[src/rtl/register_rename_map.sv]
`default_nettype none
// ============================================================================
// Module      : register_rename_map
// Description : Rename-stage logical-to-physical register map with a circular
//               physical free list. Renames up to one instruction per cycle,
//               hands superseded {physical, logical} pairings to the active
//               list, accepts committed registers back, and applies walk-back
//               pairings during flush recovery.
//
// Ports       : clk, rst                 - clock, synchronous active-high reset
//               rename_valid/ready       - rename handshake
//               src_a, src_b, dst, dst_wr- logical operands of the instruction
//               out_valid, phys_*        - renamed operands (1-cycle latency)
//               add_mapping, prev_*      - superseded pairing to active list
//               free_valid, free_phys    - commit returns a physical register
//               flush, restore_*, flush_done - recovery walk-back interface
//               busy                     - recovery in progress
//               free_count, fl_overflow  - free-list occupancy / sticky error
//
// Revision    : 1.0 - initial release
// ============================================================================
module register_rename_map #(
    parameter int NUM_LOGICAL  = 32,
    parameter int NUM_PHYSICAL = 64,
    parameter int LOG_W        = $clog2(NUM_LOGICAL),
    parameter int PHYS_W       = $clog2(NUM_PHYSICAL),
    parameter int FL_DEPTH     = NUM_PHYSICAL - NUM_LOGICAL,
    parameter int FL_PTR_W     = $clog2(FL_DEPTH)
) (
    input  logic                clk,
    input  logic                rst,
    // rename request
    input  logic                rename_valid,
    output logic                rename_ready,
    input  logic [LOG_W-1:0]    src_a,
    input  logic [LOG_W-1:0]    src_b,
    input  logic [LOG_W-1:0]    dst,
    input  logic                dst_wr,
    // rename result
    output logic                out_valid,
    output logic [PHYS_W-1:0]   phys_src_a,
    output logic [PHYS_W-1:0]   phys_src_b,
    output logic [PHYS_W-1:0]   phys_dst,
    // pairing toward the active list
    output logic                add_mapping,
    output logic [PHYS_W-1:0]   prev_physical_reg,
    output logic [LOG_W-1:0]    prev_logical_reg,
    // commit release
    input  logic                free_valid,
    input  logic [PHYS_W-1:0]   free_phys,
    // recovery
    input  logic                flush,
    input  logic                restore_valid,
    input  logic [LOG_W-1:0]    restore_logical,
    input  logic [PHYS_W-1:0]   restore_physical,
    input  logic                flush_done,
    output logic                busy,
    // status
    output logic [FL_PTR_W:0]   free_count,
    output logic                fl_overflow
);

    localparam logic [FL_PTR_W:0] c_FL_FULL = (FL_PTR_W+1)'(FL_DEPTH);
    localparam logic [FL_PTR_W:0] c_ONE     = (FL_PTR_W+1)'(1);

    typedef enum logic [0:0] {
        ST_RUN   = 1'b0,
        ST_FLUSH = 1'b1
    } state_t;

    state_t                r_state;
    state_t                w_state_nxt;

    logic [PHYS_W-1:0]     r_map [NUM_LOGICAL];
    logic [PHYS_W-1:0]     r_fl  [FL_DEPTH];
    logic [FL_PTR_W-1:0]   r_head;
    logic [FL_PTR_W-1:0]   r_tail;
    logic [FL_PTR_W:0]     r_count;
    logic                  r_ovf;

    logic                  r_out_valid;
    logic [PHYS_W-1:0]     r_phys_src_a;
    logic [PHYS_W-1:0]     r_phys_src_b;
    logic [PHYS_W-1:0]     r_phys_dst;
    logic                  r_add_mapping;
    logic [PHYS_W-1:0]     r_prev_phys;
    logic [LOG_W-1:0]      r_prev_log;

    logic                  w_needs_alloc;
    logic                  w_ready;
    logic                  w_accept;
    logic                  w_pop;
    logic [PHYS_W-1:0]     w_fl_head;
    logic                  w_restore_push;
    logic [PHYS_W-1:0]     w_restore_val;
    logic                  w_push0_ok;
    logic                  w_push1_ok;
    logic [FL_PTR_W:0]     w_cnt_after0;
    logic [FL_PTR_W-1:0]   w_tail1;
    logic [FL_PTR_W:0]     w_count_nxt;
    logic                  w_drop;

    // ------------------------------------------------------------------
    // Handshake. flush blocks acceptance in its own cycle so a rename can
    // never race with the start of recovery.
    // ------------------------------------------------------------------
    assign w_needs_alloc = dst_wr && (dst != '0);
    assign w_ready       = (r_state == ST_RUN) && !flush &&
                           ((r_count != '0) || !w_needs_alloc);
    assign w_accept      = rename_valid && w_ready;
    assign w_pop         = w_accept && w_needs_alloc;
    assign w_fl_head     = r_fl[r_head];

    // ------------------------------------------------------------------
    // Free-list pushes: restore first, then commit. Each push is judged
    // against the occupancy including any earlier push of this cycle; a
    // push that would exceed capacity is dropped and flagged.
    // ------------------------------------------------------------------
    assign w_restore_push = (r_state == ST_FLUSH) && restore_valid &&
                            (restore_logical != '0);
    assign w_restore_val  = r_map[restore_logical];
    assign w_push0_ok     = w_restore_push && (r_count != c_FL_FULL);
    assign w_cnt_after0   = w_push0_ok ? (r_count + c_ONE) : r_count;
    assign w_push1_ok     = free_valid && (w_cnt_after0 != c_FL_FULL);
    assign w_tail1        = w_push0_ok ? (r_tail + FL_PTR_W'(1)) : r_tail;
    assign w_drop         = (w_restore_push && !w_push0_ok) ||
                            (free_valid && !w_push1_ok);

    always_comb begin
        w_count_nxt = r_count;
        if (w_push0_ok) begin
            w_count_nxt = w_count_nxt + c_ONE;
        end
        if (w_push1_ok) begin
            w_count_nxt = w_count_nxt + c_ONE;
        end
        if (w_pop) begin
            w_count_nxt = w_count_nxt - c_ONE;
        end
    end

    // ------------------------------------------------------------------
    // Recovery state machine
    // ------------------------------------------------------------------
    always_comb begin
        w_state_nxt = r_state;
        case (r_state)
            ST_RUN: begin
                if (flush) begin
                    w_state_nxt = ST_FLUSH;
                end
            end
            ST_FLUSH: begin
                if (flush_done) begin
                    w_state_nxt = ST_RUN;
                end
            end
            default: w_state_nxt = ST_RUN;
        endcase
    end

    always_ff @(posedge clk) begin
        if (rst) begin
            r_state <= ST_RUN;
        end else begin
            r_state <= w_state_nxt;
        end
    end

    // ------------------------------------------------------------------
    // Map, free list and registered outputs
    // ------------------------------------------------------------------
    always_ff @(posedge clk) begin
        if (rst) begin
            for (int i = 0; i < NUM_LOGICAL; i++) begin
                r_map[i] <= PHYS_W'(i);
            end
            for (int i = 0; i < FL_DEPTH; i++) begin
                r_fl[i] <= PHYS_W'(NUM_LOGICAL + i);
            end
            r_head        <= '0;
            r_tail        <= '0;
            r_count       <= c_FL_FULL;
            r_ovf         <= 1'b0;
            r_out_valid   <= 1'b0;
            r_phys_src_a  <= '0;
            r_phys_src_b  <= '0;
            r_phys_dst    <= '0;
            r_add_mapping <= 1'b0;
            r_prev_phys   <= '0;
            r_prev_log    <= '0;
        end else begin
            if (w_push0_ok) begin
                r_fl[r_tail] <= w_restore_val;
            end
            if (w_push1_ok) begin
                r_fl[w_tail1] <= free_phys;
            end
            r_tail  <= w_push1_ok ? (w_tail1 + FL_PTR_W'(1)) : w_tail1;
            if (w_pop) begin
                r_head <= r_head + FL_PTR_W'(1);
            end
            r_count <= w_count_nxt;
            if (w_drop) begin
                r_ovf <= 1'b1;
            end

            // Rename writes only happen in RUN and restores only in FLUSH,
            // so the two map writes never collide. Logical 0 is excluded
            // from both, keeping map[0] pinned to physical 0.
            if (w_pop) begin
                r_map[dst] <= w_fl_head;
            end
            if (w_restore_push) begin
                r_map[restore_logical] <= restore_physical;
            end

            // Sources sample the map before this cycle's destination write,
            // so src == dst observes the old mapping.
            r_out_valid   <= w_accept;
            r_phys_src_a  <= w_accept ? r_map[src_a] : '0;
            r_phys_src_b  <= w_accept ? r_map[src_b] : '0;
            r_phys_dst    <= w_pop ? w_fl_head : '0;
            r_add_mapping <= w_pop;
            r_prev_phys   <= w_pop ? r_map[dst] : '0;
            r_prev_log    <= w_pop ? dst : '0;
        end
    end

    assign rename_ready      = w_ready;
    assign out_valid         = r_out_valid;
    assign phys_src_a        = r_phys_src_a;
    assign phys_src_b        = r_phys_src_b;
    assign phys_dst          = r_phys_dst;
    assign add_mapping       = r_add_mapping;
    assign prev_physical_reg = r_prev_phys;
    assign prev_logical_reg  = r_prev_log;
    assign busy              = (r_state == ST_FLUSH);
    assign free_count        = r_count;
    assign fl_overflow       = r_ovf;

endmodule
`default_nettype wire
[config.mk]
export PLATFORM = sky130hd
export DESIGN_NAME = register_rename_map
export DESIGN_NICKNAME = d
export VERILOG_FILES = /design/src/rtl/register_rename_map.sv
export SDC_FILE = /design/constraint.sdc
export NUM_CORES = 1
export LEC_CHECK = 0
export BUFFER_PORTS_ARGS = -buffer_cell sky130_fd_sc_hd__clkbuf_2
export CORE_UTILIZATION = 45
export CTS_CLUSTER_DIAMETER = 120
export CTS_CLUSTER_SIZE = 28
export DETAILED_ROUTE_END_ITERATION = 8
export SKIP_CTS_REPAIR_TIMING = 1
export SLEW_MARGIN = 30
export SYNTH_ARGS = -nofsm -noshare
export SYNTH_HDL_FRONTEND = slang
export SYNTH_SLANG_ARGS = --single-unit
[constraint.sdc]
create_clock -name clk -period 6.4 [get_ports clk]
set_clock_uncertainty 0.2 [all_clocks]
set_input_delay 0.32 -clock clk [delete_from_list [all_inputs] [get_ports clk]]
set_output_delay 0.32 -clock clk [all_outputs]
set_load 0.01 [all_outputs]
==> metrics list <==
* Endpoint required time on the critical path: 6.54 ns
* Yosys warning count: 0
* Cell taking the most area after synthesis: sky130_fd_sc_hd__edfxtp_1
- The number of global-route vias before repair is 18300.
* Gpl congestion: 0.930
* Number of H-tree levels: 1
- Setup violations remaining at the end of the flow were counted as 0.
* Reg clk slew, reported paths: 0.12 ns
* Reg2reg path depth: 12
- DRC Markers: 0
- Fin crit period: 4.64 ns
- The synthesized netlist devotes 0.495% of its cell area to XOR and XNOR gates.
- Later-pin clock latency in the skew report: 0.59 ns
* Total power density per cell area: 217 nW/um2
- P_leak: 0.00841 uW
* Share of async-settable or async-resettable flops after synthesis: 0%
- The synthesized netlist devotes 11.7% of its cell area to simple gates.
- Along the worst path, the maximum fanout reaches 17.
- The setup path with the least slack is of type reg2reg.
- Remaining max-slew budget at the tightest pin: 26.9%
- TritonCTS built the clock tree.
- The final route contains 19200 vias.
* Number of max-cap violations: 0
* Core footprint: 58000 um2
* Final worst-path cycle share: 72.5%
- In the synthesized netlist, mux cells make up 30.4% of the area.
- The largest registers in the layout are r_fl x192, r_map x192.
- At the worst endpoint, the arrival time is 4.78 ns.
- After legalization and detailed placement, the total HPWL measured 61600 um.
- The clock net in this run drives a total of 438 sinks.
* Number of different library cells in the post-synthesis netlist: 71
- Final core utilization: 48.6%
- STA classifies the critical path endpoint as a register.
* Cell Rows: 88
* Mean cell area of the mapped netlist: 13.2 um2
* Commonest cells after routing, fill and taps aside: sky130_fd_sc_hd__edfxtp_1, sky130_fd_sc_hd__mux4_2, sky130_fd_sc_hd__nor2_1
- Detailed-routing iteration count for the pre-antenna-repair pass: 6
* Buffers from clock root to sink, at most: 3
* Largest net degree at the start of global routing: 54
- Overall power consumption after layout is estimated at 6120 uW.
* Flops & latches, synth: 438
- Area share of the largest cell type after synthesis: 43.4%
* Highest Clock Rate: 215 MHz
- The mapped netlist covers 26500 um2.
- Yosys mapped a number of flops with a built-in enable equal to 384.
- By area the synthesized netlist is led by sky130_fd_sc_hd__edfxtp_1, sky130_fd_sc_hd__mux4_2, sky130_fd_sc_hd__dfxtp_1.
- By area, the combinational part of the netlist is dominated by multiplexers.
- The initial antenna violation count is 0.
- Of the total synthesized cell area, the portion taken by full adders, half adders and majority gates is 0.566%.
- Critical path startpoint category: register
* Chip Width: 245 um
* Cell at the root of the clock tree: sky130_fd_sc_hd__clkbuf_16
- During placement, the flow inserted port buffers numbering 79.
* Layout overhead on the synthesized area: 6.33%
* Nets: 2032
* Remaining number of nets flagged by the antenna check after routing: 0
- Setup repair after global routing missed its margin: false
- WHS Path Cells: 3
- The min-delay analysis places its worst path in the category in2reg.
- Most common cell after layout, fill and taps aside: sky130_fd_sc_hd__edfxtp_1
- The die covers 60000 um2.
- Adding up every negative setup slack in the final design gives 0 ns.
- IO Pins: 80
- Antenna cell count: 0
* Post-Route WL: 89200 um
- The hold violation total from the final report came to 0.
- Number of DRC violations after detailed-routing iteration 0: 2906
- The die is 245 um tall.
- The number of max-slew violations in the final report was 0.
* Initial core utilization: 45.7%
- Tot GR Track Use: 29.8%
- The run finished with clean final reports.
- In the routed layout, each cell is associated on average with a via count of 6.95.
- Total grt overflow: 0
* Most common flop cell mapped by yosys: sky130_fd_sc_hd__edfxtp_1
- Across all hold checks on the routed design, the worst slack comes to 0.0598 ns.
- At the pin with the least slew margin, the transition time is 1.10 ns.
- Share of the synthesized area in compound gates (AO/OA/AOI/OAI): 6.03%
- Dividing the detail-routed wire length by the instance count gives 32.3 um.
- Cells with a size suffix above 1 make up 28.5% of the layout.
- Post-synthesis cell count: 2012
- Total clock buffers created by CTS: 19
- Share of synthesized area occupied by flip-flops and latches: 47.5%
- IR analysis of the VDD net gives a maximum drop of 213 uV.
- First-pass GRT wire length: 129000 um
synth_stat cells (22+ instances only):
library cell and n:
sky130_fd_sc_hd__a2bb2oi_1 27, sky130_fd_sc_hd__buf_2 58, sky130_fd_sc_hd__clkbuf_1 103, sky130_fd_sc_hd__dfxtp_1 54, sky130_fd_sc_hd__edfxtp_1 384, sky130_fd_sc_hd__inv_1 22
sky130_fd_sc_hd__mux2_2 79, sky130_fd_sc_hd__mux2i_1 39, sky130_fd_sc_hd__mux4_2 300, sky130_fd_sc_hd__nand2_1 244, sky130_fd_sc_hd__nand3_1 53, sky130_fd_sc_hd__nor2_1 261
sky130_fd_sc_hd__nor3_1 30, sky130_fd_sc_hd__o21ai_0 37, sky130_fd_sc_hd__o31ai_1 25
power breakdown:
group | internal [uW] | switching (uW) | leakage, uW
Clock | 574 | 939 | 0.000260
Combinational | 438 | 903 | 0.00442
Sequential | 3180 | 86.7 | 0.00372
metal layers:
layer | vias up | part of all wire, % | GRT usage, %
met1 | 9682 | 37 | 40.1
met2 | 1399 | 46 | 46.9
met5 | - | 0 | 0
met4 | 0 | 5.5 | 13.8
met3 | 246 | 11 | 5.63
li1 | 7836 | - | -
kinds of logic after synthesis:
| group | after synthesis |
|---|---|
| multiplexers | 421 |
| other | 1 |
| adder cells (fa/ha/maj) | 12 |
| AND/OR/NAND/NOR | 696 |
| buffers and inverters | 210 |
| flip-flops | 438 |
| XOR/XNOR | 15 |
| AO/OA/AOI/OAI | 219 |
worst max-delay path: stages (launching register included):
cell                      delay [ns]
sky130_fd_sc_hd__dfxtp_1        0.60
sky130_fd_sc_hd__inv_1          0.16
sky130_fd_sc_hd__ha_1           0.23
sky130_fd_sc_hd__nor4b_4        0.15
sky130_fd_sc_hd__and2_1         0.31
sky130_fd_sc_hd__nor2_1         0.38
sky130_fd_sc_hd__o21ai_0        0.25
sky130_fd_sc_hd__inv_1          0.13
sky130_fd_sc_hd__ha_1           0.24
sky130_fd_sc_hd__and3_1         0.34
sky130_fd_sc_hd__nand2_1        0.44
sky130_fd_sc_hd__nor2_1         0.56
sky130_fd_sc_hd__mux2_2         0.39
path summary, 6_finish.rpt:
kind                      start            end  slack (ns)
hold reg to reg     fl_overflow    fl_overflow        0.34
hold / removal         src_b[4]  phys_src_b[3]        0.06
setup reg to reg  free_count[0]    r_fl[17][0]        1.76
setup / recovery  free_count[0]    r_fl[17][0]        1.76
cell type report:
cell class	count	area, um2
fill	5030	29800
multi-input combinational	1369	13200
sequential	438	12600
tap	765	957
timing repair buffer	125	776
clock buffer	30	517
inverter	27	101
clock inverter	3	22.5
metrics by stage:
stage	setup slack [ns]	std cells	instance area, um2
detailed placement	1.80	2719	27600
floorplan	2.39	2017	26600
global route	1.47	2757	28200
CTS	1.80	2752	28200
global placement	1.82	2719	27600
finish	1.76	2757	28200
No activity file was read; power rests on OpenSTA's default activity.
